**config.mk**
```make
export PLATFORM = sky130hd
export DESIGN_NAME = freq_meter
export DESIGN_NICKNAME = d
export VERILOG_FILES = /design/src/rtl/freq_meter.sv
export SDC_FILE = /design/constraint.sdc
export NUM_CORES = 1
export LEC_CHECK = 0
export ABC_CLOCK_PERIOD_IN_PS = 5000
export CORE_UTILIZATION = 38
export CTS_BUF_LIST = sky130_fd_sc_hd__clkbuf_16
export CTS_CLUSTER_DIAMETER = 100
export DETAILED_ROUTE_END_ITERATION = 10
export SYNTH_ARGS = -nofsm -noshare
export SYNTH_HDL_FRONTEND = slang
export SYNTH_SLANG_ARGS = --single-unit
```
**constraint.sdc**
```tcl
create_clock -name clk_in -period 5 [get_ports clk_in]
set_clock_uncertainty 0.1 [all_clocks]
set_input_delay 1.25 -clock clk_in [delete_from_list [all_inputs] [get_ports clk_in]]
set_output_delay 1.25 -clock clk_in [all_outputs]
set_load 0.02 [all_outputs]
```
**src/rtl/freq_meter.sv**
```systemverilog
// Measures the period of an asynchronous divided clock in clk_in cycles and tracks lock.
// Optional glitch filter on the synchronized input: define FREQ_METER_GLITCH_FILTER_EN.
module freq_meter #(
    parameter int unsigned INPUT_CLK_FREQ    = 25000,
    parameter int unsigned EXPECTED_CLK_FREQ = 64,
    parameter int unsigned TOL_CYCLES        = 20,
    parameter int unsigned LOCK_COUNT        = 4,
    localparam int unsigned NOMINAL = INPUT_CLK_FREQ / EXPECTED_CLK_FREQ,
    localparam int unsigned PW      = $clog2(2 * NOMINAL + 1)
) (
    input  logic          clk_in,
    input  logic          reset,
    input  logic          sig_in,
    output logic [PW-1:0] period_out,
    output logic          period_valid,
    input  logic          period_ready,
    output logic          locked,
    output logic          timeout,
    output logic          overrun
);

    localparam int unsigned GW = $clog2(LOCK_COUNT + 1);
    localparam logic [PW-1:0] CNT_MAX = PW'(2 * NOMINAL);
    localparam logic [PW-1:0] CNT_ONE = PW'(1);
    localparam logic [GW-1:0] LOCK_CNT = GW'(LOCK_COUNT);
    localparam logic [GW-1:0] GOOD_ONE = GW'(1);
    localparam int unsigned TOL_LO =
        (NOMINAL > TOL_CYCLES) ? (NOMINAL - TOL_CYCLES) : 0;
    localparam int unsigned TOL_HI = NOMINAL + TOL_CYCLES;

    typedef enum logic [1:0] {
        S_SEEK    = 2'd0,
        S_MEASURE = 2'd1,
        S_LOST    = 2'd2
    } state_t;

    state_t        r_state;
    state_t        w_state_nxt;
    logic [PW-1:0] r_cnt;
    logic [PW-1:0] w_cnt_nxt;
    logic          w_done;
    logic          w_tmo;
    logic          w_rise;
    logic          w_in_tol;

    logic          r_sync1;
    logic          r_sync2;
    logic          r_sync3;

    logic [PW-1:0] r_period;
    logic          r_valid;
    logic          r_overrun;
    logic          r_timeout;
    logic          r_locked;
    logic [GW-1:0] r_good;

    always_ff @(posedge clk_in) begin
        if (reset) begin
            r_sync1 <= 1'b0;
            r_sync2 <= 1'b0;
            r_sync3 <= 1'b0;
        end else begin
            r_sync1 <= sig_in;
            r_sync2 <= r_sync1;
            r_sync3 <= r_sync2;
        end
    end

`ifdef FREQ_METER_GLITCH_FILTER_EN
    // r_filt only follows a level seen on two consecutive synchronized samples
    logic r_filt;

    always_ff @(posedge clk_in) begin
        if (reset) begin
            r_filt <= 1'b0;
        end else if (r_sync2 == r_sync3) begin
            r_filt <= r_sync2;
        end
    end

    assign w_rise = r_sync2 & r_sync3 & ~r_filt;
`else
    assign w_rise = r_sync2 & ~r_sync3;
`endif

    always_ff @(posedge clk_in) begin
        if (reset) begin
            r_state <= S_SEEK;
            r_cnt   <= '0;
        end else begin
            r_state <= w_state_nxt;
            r_cnt   <= w_cnt_nxt;
        end
    end

    always_comb begin
        w_state_nxt = r_state;
        w_cnt_nxt   = r_cnt;
        w_done      = 1'b0;
        w_tmo       = 1'b0;
        case (r_state)
            S_SEEK: begin
                if (w_rise) begin
                    w_cnt_nxt   = CNT_ONE;
                    w_state_nxt = S_MEASURE;
                end
            end
            S_MEASURE: begin
                if (w_rise) begin
                    w_done    = 1'b1;
                    w_cnt_nxt = CNT_ONE;
                end else if (r_cnt == CNT_MAX) begin
                    w_tmo       = 1'b1;
                    w_state_nxt = S_LOST;
                end else begin
                    w_cnt_nxt = r_cnt + CNT_ONE;
                end
            end
            S_LOST: begin
                if (w_rise) begin
                    w_cnt_nxt   = CNT_ONE;
                    w_state_nxt = S_MEASURE;
                end
            end
            default: begin
                w_state_nxt = S_SEEK;
                w_cnt_nxt   = '0;
            end
        endcase
    end

    assign w_in_tol = (32'(r_cnt) >= TOL_LO) && (32'(r_cnt) <= TOL_HI);

    // A newer period always replaces an unconsumed one
    always_ff @(posedge clk_in) begin
        if (reset) begin
            r_period  <= '0;
            r_valid   <= 1'b0;
            r_overrun <= 1'b0;
        end else if (w_done) begin
            r_period <= r_cnt;
            r_valid  <= 1'b1;
            if (r_valid && !period_ready) begin
                r_overrun <= 1'b1;
            end
        end else if (r_valid && period_ready) begin
            r_valid <= 1'b0;
        end
    end

    always_ff @(posedge clk_in) begin
        if (reset) begin
            r_good    <= '0;
            r_locked  <= 1'b0;
            r_timeout <= 1'b0;
        end else if (w_tmo) begin
            r_good    <= '0;
            r_locked  <= 1'b0;
            r_timeout <= 1'b1;
        end else if (w_done) begin
            if (w_in_tol) begin
                if (r_good != LOCK_CNT) begin
                    r_good <= r_good + GOOD_ONE;
                end
                if (r_good >= LOCK_CNT - GOOD_ONE) begin
                    r_locked <= 1'b1;
                end
            end else begin
                r_good   <= '0;
                r_locked <= 1'b0;
            end
        end
    end

    assign period_out   = r_period;
    assign period_valid = r_valid;
    assign overrun      = r_overrun;
    assign timeout      = r_timeout;
    assign locked       = r_locked;

endmodule

```
Word level (Yosys, flattened, before mapping)
Cells that the tools add are included.

cells by class
  $add $sub $neg = 2
  magnitude comparators = 3
  eq/ne operators = 10
  multiplexer cells = 19
  bitwise gates (word level) = 2
  reduce and logical (&&, ||, !) cells = 13

operators by type and width
  cell                                                                     count
  10-bit 2-to-1 mux                                                        3
  10-bit case mux with 2 select lines                                      1
  10-bit by 1-bit adder with 10-bit output (second input constant)         1
  10-bit equality test (second input constant)                             1
  10-bit by 9-bit >= comparator with 1-bit output (second input constant)  1
  10-bit by 9-bit <= comparator with 1-bit output (second input constant)  1
  1-bit 2-to-1 mux                                                         9
  2-bit AND reduction                                                      4
  2-bit 2-to-1 mux                                                         3
  3-bit 2-to-1 mux                                                         2
  2-bit by 1-bit != test with 1-bit output (second input constant)         3
  3-bit != test (second input constant)                                    2
  2-bit != test (second input constant)                                    2
  2-bit case mux with 2 select lines                                       1
  2-bit OR reduction                                                       2
  3-bit by 1-bit adder with 3-bit output (second input constant)           1
  3-bit by 2-bit >= comparator with 1-bit output (second input constant)   1
  1-bit logical AND                                                        3
  3-bit AND reduction                                                      1
  2-bit by 1-bit equality test with 1-bit output (second input constant)   1
  2-bit equality test (second input constant)                              1
  2-bit zero test                                                          1
  2-bit nonzero test                                                       1
  1-bit AND                                                                1
  2 further kinds                                                          2

word-level totals
  register bits after elaboration = 32
  word-level logic and storage cells = 60

Logic depth before layout (Yosys ltp)
Gate-level depths: netlist (run 1).

  depth in word-level cells = 5
  mapped depth = 7
  mapped depth without buffers = 7

Worst setup path after synthesis (run 1)
Ideal clock, no wire load.

  path kind = input port to flip-flop
  from = input reset
  to = register r_overrun (netlist: overrun)
  arrival time = 1882 ps
  path slack = 2891 ps
  stages = 3
  cells stage by stage = clkbuf_1 clkbuf_1 nor2_1

RTL lines
  what                    RTL line  RTL
  start: declaration      12        input logic reset,
  end signal: assignment  139       r_overrun <= 1'b0;
  end signal: assignment  144       r_overrun <= 1'b1;
  end: declaration        52        logic r_overrun;

No word-level cell between the ends.

==> out/results.ini, run 1 <==
[outcome]
status = completed

[yosys]
ys_types = 33
syn_inst = 181
async_flop_share = 0
synth_most_common_cell = dfxtp_1
ys_ff_latch = 32
synth_area_leader_cell = dfxtp_1
synthFlopType = dfxtp_1
syn-num-nets = 191
syn_area_mm2 = 0.00149
synth_edf_count = 0
yosys_warnings = 0
synth.avg_cell_area_um2 = 8.23
synth_area_leaders = dfxtp_1 (43%), a21oi_1 (8.1%), nand2_1 (7.8%)
synth_top_area_frac = 0.430
synthTopCellsByCount = dfxtp_1 (32), nand2_1 (31), a21oi_1 (24)
yosysSeqAreaShare = 0.430

[timing]
setup_ws_ps = 2040
slew_violations = 0
fin_crit_sh = 0.592
max_freq_ghz = 0.338
rsz0062_at_grt = false
min_period_ps = 2960
setup_viol = 0
finalHoldViolCount = 0
finalSetupTns_ps = 0
tightest_slew_ps = 772
max_slew_margin = 0.484

[placed_design]
dp_slack_ps = 1810
place_area_mm2 = 0.00168
numPortBuffers = 17
hpwl_um = 2260
routabilityCongestion = 0.849

[routing]
remaining_drc_errors = 0
first_pass_iters = 4
dr.first_iter.drc_count = 31
routedWlPerCell_um = 13.2
dr_total_vias = 1303
final_antenna_net_count = 0
routed_via_density = 5.30
drt-total-wl_um = 3240

[clock_network]
cts-root-buf = clkbuf_16
cts_resized = 0
clk_latency_ps = 280
cts.sinks = 32
cts_tree = done
cts.hold.buffers_added = 0
clockBufferDepth = 2
clkTransAtPathRegs_ps = 50
cts_setup_buffers = 0
numCtsBuffers = 5
htree_levels = 2

[finish]
seqCellArea_um2 = 641
fill_cells = 368
multi_input_area_um2 = 793
antenna_cells = 0
fin_area_mm2 = 0.00185
layout-drive-gt1-share = 0.0707
syn_to_final_growth_pct = 24.2
final_nets = 207

[critical_path]
rrSetupSlack_ps = 2860
cp_max_fo = 22
cp-end-kind = register
crit_path_cell_trace = clkdlybuf4s50_1 -> a21oi_1 -> nand2_1 -> a31oi_1 -> o21ai_0 -> o41ai_1
slowest_delay_ps = 800
cp-start-kind = input port
ff2ff_path_depth = 5
arrival_ps = 3030
cpMaxStageDelayCell = clkdlybuf4s50_1
required_ps = 5070
path_class = input port to register

[job]
maxCapViolations = 0

[global_route]
first_global_vias = 1254
grt_max_degree = 23
antenna_found_initial = 0
grt_pass1_wl_um = 5780
grtUsageTotal = 0.179
overflow = 0

[min_path]
hold_class = register to register
min_path_cells = 1

[floorplan]
fp-row-count = 22
die_w_um = 64.6
core_mm2 = 0.00372
initial_core_util = 0.401
dieArea_mm2 = 0.00418
die_h_um = 64.6
io_pins = 18

[power]
leakagePower_nw = 0.603
max-vdd-ir-drop_mv = 0.171
power_density_mw_per_mm2 = 336

==> kinds of logic after synthesis <==
kind of cell,share of synthesized area
adders and majority gates,0.0504
and+or+nand+nor,0.275
xor gates and xnor gates,0.0411
buffers and inverters,0.0378
DFF,0.430
AOI/OAI and AO/OA,0.166
==> area by class of cell <==
cell class | count | share of cell area
Multi-Input combinational cell | 136 | 0.429
Sequential cell | 32 | 0.346
Timing Repair Buffer | 17 | 0.0920
Clock buffer | 5 | 0.0676
Tap cell | 48 | 0.0325
Clock inverter | 3 | 0.0230
Inverter | 5 | 0.0101
==> sequential cells by signal (all words and copies together), names as in the netlist <==
register and cells:
period_out 10, r_cnt 10, r_good 3, r_state 2
locked 1, overrun 1, period_valid 1, r_sync1 1
r_sync2 1, r_sync3 1, timeout 1
==> routing by layer <==
metal / up-vias / track usage / part of all wire
li1: 651 / - / -
met3: 4 / 0.0616 / 0.049
met1: 617 / 0.214 / 0.46
met2: 31 / 0.308 / 0.48
met5: - / 0 / 0
met4: 0 / 0.0417 / 0.011
==> report_power, final <==
| part | leakage [nW] | switching (mW) | internal [mW] |
|---|---|---|---|
| registers | 0.259 | 0.00303 | 0.258 |
| logic | 0.264 | 0.0123 | 0.00731 |
| clock network | 0.0798 | 0.108 | 0.234 |
| total | 0.603 | 0.124 | 0.498 |
==> worst max-delay path, delay by kind of cell <==
family                 cells  cell delay [ps]
AO/OA/AOI/OAI              4              740
buffers and inverters      1              800
AND/OR/NAND/NOR            1              230
==> final timing paths <==
path | start | end
worst min register to register | r_sync1$_SDFF_PP0_ | r_sync2$_SDFF_PP0_
worst max register to register | r_cnt[6]$_SDFFE_PP0P_ | r_cnt[4]$_SDFFE_PP0P_
worst max-delay path | reset | r_cnt[7]$_SDFFE_PP0P_
worst min-delay path | r_sync1$_SDFF_PP0_ | r_sync2$_SDFF_PP0_
==> layout by cell type, fill, tap and decap left out <==
cell	netlist	layout
dfxtp_1	32	32
nand2_1	31	31
a21oi_1	24	24
nor2_1	21	21
clkdlybuf4s50_1	0	17
nor2b_1	9	9
xnor2_1	7	7
ha_1	6	6
inv_1	5	5
nand4_1	5	5
clkbuf_16	0	5
nand2b_1	3	3
a31oi_1	3	3
o21ai_0	3	3
nor3_1	3	3
a211oi_1	3	3
nand3_1	2	2
nand3b_1	1	1
or4b_4	1	1
o41ai_4	1	1
and4_1	1	1
or3_1	1	1
and2_1	1	1
o41ai_1	1	1
and3_1	1	1
nor4_1	1	1
o2111ai_1	1	1
or3_4	1	1
nor3_2	1	1
or2_2	1	1
o22ai_1	1	1
a21boi_1	1	1
a211oi_2	1	1
clkinvlp_4	0	1
bufinv_16	0	1
clkinv_2	0	1
==> metrics by stage <==
| step | cells | utilization | power, mW | hold WS, ps |
|---|---|---|---|---|
| after floorplan | 181 | - | 0.279 | 314 |
| after global placement | 238 | 0.453 | 0.285 | 332 |
| after detailed placement | 238 | 0.453 | 0.285 | 342 |
| after CTS | 246 | 0.498 | 0.628 | 359 |
| after global routing | 246 | 0.498 | 0.645 | 382 |
| final | 246 | 0.498 | 0.622 | 352 |
No activity file was read; power rests on OpenSTA's default activity.
==> inputs of run 2 (changes only) <==
Settings changed: ABC_CLOCK_PERIOD_IN_PS 5000 to 2690.
Clock period 5 ns to 2.69 ns, I/O delays scaled along.
==> out/results.ini, run 2 (same netlist as run 1, synthesis figures left out) <==
[outcome]
status = completed  ; unchanged

[routing]
drt-total-wl_um = 3070  ; was 3240 um
routedWlPerCell_um = 12.4  ; was 13.2 um
remaining_drc_errors = 0  ; unchanged
first_pass_iters = 4  ; unchanged
final_antenna_net_count = 0  ; unchanged
dr_total_vias = 1263  ; was 1303
dr.first_iter.drc_count = 40  ; was 31
routed_via_density = 5.09  ; was 5.30

[critical_path]
ff2ff_path_depth = 5  ; unchanged
path_class = register to register  ; was input port to register
cp-start-kind = register  ; was input port
cp_max_fo = 9  ; was 22
arrival_ps = 2140  ; was 3030 ps
required_ps = 2750  ; was 5070 ps
rrSetupSlack_ps = 600  ; was 2860 ps
cp-end-kind = register  ; unchanged

[global_route]
overflow = 0  ; unchanged
grt_max_degree = 19  ; was 23
antenna_found_initial = 0  ; unchanged
grt_pass1_wl_um = 5480  ; was 5780 um
first_global_vias = 1282  ; was 1254
grtUsageTotal = 0.172  ; was 0.179

[finish]
layout-drive-gt1-share = 0.0700  ; was 0.0707
layout_common_cells = dfxtp_1 (32), nand2_1 (31), a21oi_1 (24)  ; unchanged
final_util = 0.501  ; was 0.498
antenna_cells = 0  ; unchanged
final_common_cell = dfxtp_1  ; unchanged
syn_to_final_growth_pct = 24.9  ; was 24.2%
multi_input_area_um2 = 793  ; unchanged
fill_cells = 352  ; was 368
final_nets = 209  ; was 207
seqCellArea_um2 = 641  ; unchanged
fin_area_mm2 = 0.00186  ; was 0.00185 mm^2
finalNonFillerCells = 248  ; was 246

[min_path]
min_path_cells = 2  ; was 1
hold_class = register to register  ; unchanged

[power]
power_density_mw_per_mm2 = 614  ; was 336 mW/mm^2
leakagePower_nw = 0.612  ; was 0.603 nW
max-vdd-ir-drop_mv = 0.467  ; was 0.171 mV
power_mw = 1.14  ; was 0.622 mW

[placed_design]
dp_cells = 240  ; was 238
routabilityCongestion = 0.815  ; was 0.849
hpwl_um = 2230  ; was 2260 um
place_area_mm2 = 0.00170  ; was 0.00168 mm^2
numPortBuffers = 17  ; unchanged
dp_slack_ps = 507  ; was 1810 ps

[timing]
tightest_slew_ps = 586  ; was 772 ps
max_slew_margin = 0.608  ; was 0.484
slew_violations = 0  ; unchanged
rsz0062_at_grt = false  ; unchanged
min_period_ps = 2090
finalHoldViolCount = 0  ; unchanged
max_freq_ghz = 0.479
setup_viol = 0  ; unchanged
setup_ws_ps = 601  ; was 2040 ps
hold_slack_ps = 355  ; was 352 ps
finalSetupTns_ps = 0  ; unchanged
fin_crit_sh = 0.777

[floorplan]
dieArea_mm2 = 0.00418  ; unchanged
core_mm2 = 0.00372  ; unchanged
die_w_um = 64.6  ; unchanged
initial_core_util = 0.401  ; unchanged
io_pins = 18  ; unchanged
die_h_um = 64.6  ; unchanged
fp-row-count = 22  ; unchanged

[job]
maxCapViolations = 0  ; unchanged

[clock_network]
clk_latency_ps = 270  ; was 280 ps
clkTransAtPathRegs_ps = 50  ; about the same
cts_tree = done  ; unchanged
clockBufferDepth = 2  ; unchanged
cts-root-buf = clkbuf_16  ; unchanged
numCtsBuffers = 5  ; unchanged
cts.hold.buffers_added = 0  ; unchanged
cts_setup_buffers = 0  ; unchanged
cts_resized = 0  ; unchanged
htree_levels = 2  ; unchanged
cts.sinks = 32  ; unchanged

[run 2: final cells by class]
| type | count | share of cell area |
|---|---|---|
| multi-input combinational | 136 | 0.426 |
| clock buffer | 5 | 0.0672 |
| tap | 48 | 0.0323 |
| sequential | 32 | 0.344 |
| timing repair buffer | 19 | 0.0995 |
| inverter | 5 | 0.0101 |
| clock inverter | 3 | 0.0202 |
[run 2: final timing paths]
path,start,endpoint
max,r_cnt[6]$_SDFFE_PP0P_,r_cnt[9]$_SDFFE_PP0P_
max reg2reg,r_cnt[6]$_SDFFE_PP0P_,r_cnt[9]$_SDFFE_PP0P_
min reg2reg,period_out[1]$_SDFFE_PP0P_,period_out[1]$_SDFFE_PP0P_
min,period_out[1]$_SDFFE_PP0P_,period_out[1]$_SDFFE_PP0P_
[run 2: critical path, cell delays in order, from the launching register on]
cell,delay (ps)
dfxtp_1,400
or4b_4,570
o41ai_4,500
a211oi_1,180
xnor2_1,170
nor2_1,50
[run 2: metal layers]
layer | up-vias | routed length (um) | global-route usage
met5 | - | 0 | 0
met4 | 0 | 30 | 0.0750
met3 | 2 | 95 | 0.0634
met2 | 15 | 1520 | 0.291
met1 | 592 | 1430 | 0.194
li1 | 654 | - | -
[run 2: where the power goes]
part	switching (mW)	total, mW	internal (mW)
Combinational	0.0227	0.0375	0.0148
Sequential	0.00563	0.485	0.479
Clock	0.191	0.621	0.429
Total	0.220	1.14	0.923
==> RTL change 1, RTL diff (config.mk and constraints of run 2) <==
Build with the macro `FREQ_METER_GLITCH_FILTER_EN` defined.
--- a/src/rtl/freq_meter.sv
+++ b/src/rtl/freq_meter.sv
@@ -1,5 +1,7 @@
 // Measures the period of an asynchronous divided clock in clk_in cycles and tracks lock.
 // Optional glitch filter on the synchronized input: define FREQ_METER_GLITCH_FILTER_EN.
+`define FREQ_METER_GLITCH_FILTER_EN
+
 module freq_meter #(
     parameter int unsigned INPUT_CLK_FREQ    = 25000,
     parameter int unsigned EXPECTED_CLK_FREQ = 64,
Behaviour: not the same (a bounded check fails within 10 cycles, from zero or initial values and one cycle with reset high).
==> RTL change 1 against run 2 <==
Wire length rose by 18%. Cell count rose by 2.4%. Highest routed layer unchanged. Utilization fell by 0.96 points. Area after synthesis rose by 12%. Sequential cell count rose by 1. Critical endpoint is now period_out[5]. Final area rose by 8.6%. Setup slack improved by 0.089 ns. Critical path type is now register to output port. Total power rose by 2.2%.
==> RTL change 1: results (changes against run 2) <==
INFO  metric rr_worst_depth = 6 (+1)
INFO  metric clockRootBuffer = sky130_fd_sc_hd__clkbuf_16
INFO  metric groute.usage.overall = 17.8% (+0.60 points)
INFO  metric grt_max_degree = 25 (+6)
INFO  metric total_half_perimeter_wirelength_after_legalization_and_detailed_placement = 2.65 mm (+18%)
INFO  metric result_of_the_run = complete, no violations
INFO  metric crit_path_largest_cell_delay = 0.62 ns (+0.05 ns)
INFO  metric vdd_ir_drop_max = 0.261 mV (-44%)
INFO  metric post_synth.cell_area_avg = 8.90 um^2 (+8.2%)
INFO  metric globalplace.congestion = 0.749 (-8.1%)
INFO  metric critical_path.reg2reg.startpoint = r_cnt[0]
INFO  metric synth.distinct_cells = 56 (+70%)
INFO  metric synth_fp_nets = 199 (+4.2%)
INFO  metric hold-path-endpoint = r_sync2
INFO  metric ys_seq_area_share = 39.5% (-3.5 points)
INFO  metric critical_path.slowest_cell = sky130_fd_sc_hd__clkdlybuf4s50_1
INFO  metric route.vias.total = 1358 (+7.5%)
INFO  metric reg2reg_to = r_cnt[1]
INFO  metric finish.net_count = 214 (+2.4%)
INFO  metric setup.worst_path.start = period_out[5]
INFO  metric timing.reg2reg.setup_slack = 0.73 ns (+0.13 ns)
INFO  metric cpLargestDelayFamily = buffers and inverters
INFO  metric drt_iter0_markers = 49 (+23%)
INFO  metric power.leakage = 0.696 nW (+14%)
INFO  metric routed_wirelength = 3.61 mm (+18%)
INFO  metric timing.hold.worst.start = r_sync1
INFO  metric path_max_fanout = 2 (-7)
INFO  metric synth.top_cells.by_count = sky130_fd_sc_hd__dfxtp_1, sky130_fd_sc_hd__nand2_1, sky130_fd_sc_hd__a21oi_1
INFO  metric grt_first_pass_wirelength = 6.14 mm (+12%)
INFO  metric ys_top_cells_by_area = sky130_fd_sc_hd__dfxtp_1, sky130_fd_sc_hd__nand2_1, sky130_fd_sc_hd__a21oi_1
INFO  metric wl_per_cell = 14.2 um (+15%)
==> RTL change 1: cell count changes in the layout (fill, tap and decap cells not counted), sizes merged, moves of 3 or more <==
cell	before	now
nor2	21	13
nor2b	9	4
a211oi	4	1
nand4	5	1
a21oi	24	20
xnor2	7	1
o21ai	3	6
inv	5	8
==> RTL change 1: metal layers <==
layer / global-route usage [%] / wire [um] / vias to the layer above / part of all wire [%]
met5: 0 / 0 / - / 0
li1: - / - / 691 / -
met1: 20.7 / 1680 / 652 / 46
met4: 6.25 / 31 / 0 / 0.86
met3: 5.50 / 73 / 4 / 2.0
met2: 30.6 / 1830 / 11 / 51
==> RTL change 1: how the worst max path moves through the flow <==
stage	slack (ns)	depth (start not counted)	to
6_report	0.69	1	period_out[5]
5_1_grt	0.63	6	r_cnt[1]
4_1_cts	0.69	1	period_out[5]
3_5_place_dp	0.62	4	r_cnt[7]
3_3_place_gp	0.65	4	r_cnt[7]
2_1_floorplan	0.91	6	r_cnt[1]
==> RTL change 1: final cells by class <==
class	instances	area (um^2)
fill	379	2090
multi-input combinational	136	911
clock buffer	5	125
timing repair buffer	19	185
sequential	33	661
tap	50	62.6
inverter	8	30.0
clock inverter	3	46.3
==> RTL change 1: logic make-up after synthesis <==
kind of cell | share of synthesized area [%]
AO/OA/AOI/OAI | 17.0
XOR/XNOR | 1.57
adder cells (fa/ha/maj) | 5.23
buffers and inverters | 6.13
flip-flops | 39.5
multiplexers | 2.77
AND/OR/NAND/NOR | 27.9
==> RTL change 1: per-stage QoR <==
stage	hold slack (ns)	instance area, um^2	util [%]	worst slack [ns]	total power [mW]
after CTS	0.356	2020	49.1	0.687	1.17
final	0.348	2020	49.1	0.690	1.17
after floorplan	0.314	1670	-	0.907	0.520
after global placement	0.339	1850	44.9	0.652	0.528
after detailed placement	0.337	1850	44.9	0.617	0.529
after global routing	0.369	2020	49.1	0.631	1.20
==> RTL change 1: power by group through the flow <==
stage | clock (mW) | combinational, mW | sequential (mW)
floorplan | 0 | 0.0165 | 0.503
global route | 0.680 | 0.0279 | 0.494
detailed placement | 0 | 0.0250 | 0.504
CTS | 0.655 | 0.0251 | 0.494
global placement | 0 | 0.0238 | 0.504
finish | 0.650 | 0.0252 | 0.494
==> RTL change 2, RTL diff (settings of run 2) <==
Without the edit above. Register the input `period_ready` before use, without a reset. The logic sees it one clock later. The other inputs are not delayed to match.
--- a/src/rtl/freq_meter.sv
+++ b/src/rtl/freq_meter.sv
@@ -33,6 +33,12 @@
         S_MEASURE = 2'd1,
         S_LOST    = 2'd2
     } state_t;
+
+    logic period_ready_q;
+
+    always_ff @(posedge clk_in) begin
+        period_ready_q <= period_ready;
+    end
 
     state_t        r_state;
     state_t        w_state_nxt;
@@ -140,10 +146,10 @@
         end else if (w_done) begin
             r_period <= r_cnt;
             r_valid  <= 1'b1;
-            if (r_valid && !period_ready) begin
+            if (r_valid && !period_ready_q) begin
                 r_overrun <= 1'b1;
             end
-        end else if (r_valid && period_ready) begin
+        end else if (r_valid && period_ready_q) begin
             r_valid <= 1'b0;
         end
     end
Function: changed (a bounded check fails within 10 cycles, from zero or initial values and one cycle with reset high).
==> RTL change 2 against run 2 <==
Area after synthesis increased by 1.3%. Setup slack got worse by 0.022 ns. Final area unchanged. Total power decreased by 5.6%. Wire length increased by 5.4%. Sequential share of layout area increased by 1.1 points. Sequential cell count increased by 1. Hold slack got worse by 0.023 ns. Critical path type unchanged. Critical endpoint is now r_good[2]. Largest power group unchanged.
==> RTL change 2: results (changes against run 2) <==
INFO  metric result_of_the_run = complete, no violations
INFO  metric post-place-cells = 241 (+0.42%)
INFO  metric power.leakage = 0.611 nW (-0.14%)
INFO  metric vdd_ir_drop_max = 0.427 mV (-8.4%)
INFO  metric timing.reg2reg.setup_slack = 0.58 ns (-0.02 ns)
INFO  metric layout_overhead_on_the_synthesized_area = 23.2%
INFO  metric detailroute.wirelength.met2 = 1.60 mm (+5.5%)
INFO  metric post_dp_cell_area = 0.00172 mm^2 (+1.2%)
INFO  metric global_route.usage.met3 = 5.99% (-0.35 points)
INFO  metric critical_path_arrival = 2.17 ns (+0.03 ns)
INFO  metric globalplace.congestion = 0.849 (+4.1%)
INFO  metric grt_first_pass_wirelength = 5.51 mm (+0.64%)
INFO  metric finish.net_count = 210 (+0.48%)
INFO  metric post-route-worst-setup-slack = 0.579 ns (-0.0220 ns)
INFO  metric grt_pass1_vias = 1246 (-2.8%)
INFO  metric synth_fp_nets = 192 (+0.52%)
INFO  metric drt_iter0_markers = 74 (+85%)
INFO  metric final_cells = 249 (+0.40%)
INFO  metric reg2reg_to = r_good[2]
INFO  metric ys_seq_area_share = 43.7% (+0.76 points)
INFO  metric synth_xor_xnor_area_share = 4.06% (-0.055 points)
INFO  metric hold_slack = 0.331 ns (-0.0235 ns)
INFO  metric hold_depth = 1 (-1)
INFO  metric design.seq.count = 33 (+3.1%)
INFO  metric n_fill_cell = 371 (+5.4%)
INFO  metric synth-compound-area-share = 16.4% (-0.22 points)
INFO  metric power.share.switching = 21.5% (+2.2 points)
INFO  metric synth.top_cells.by_count = sky130_fd_sc_hd__dfxtp_1, sky130_fd_sc_hd__nand2_1, sky130_fd_sc_hd__a21oi_1
INFO  metric clock_area_share = 7.67% (-1.1 points)
INFO  metric grt_max_degree = 21 (+2)
[RTL change 2: changes by cell type after synthesis]
cell                      change
sky130_fd_sc_hd__dfxtp_1      +1
[RTL change 2: worst register-to-register path, stage by stage, from the launching register on]
cell	delay (ns)
sky130_fd_sc_hd__dfxtp_1	0.41
sky130_fd_sc_hd__or4b_4	0.58
sky130_fd_sc_hd__or3_4	0.37
sky130_fd_sc_hd__nor3_2	0.29
sky130_fd_sc_hd__or2_2	0.21
sky130_fd_sc_hd__a21oi_1	0.05
[RTL change 2: power by group through the flow]
stage	registers [mW]	logic, mW	clock network, mW
2_1_floorplan	0.509	0.0252	0
3_3_place_gp	0.510	0.0362	0
3_5_place_dp	0.510	0.0372	0
4_1_cts	0.500	0.0374	0.554
5_1_grt	0.500	0.0412	0.580
6_report	0.500	0.0373	0.542
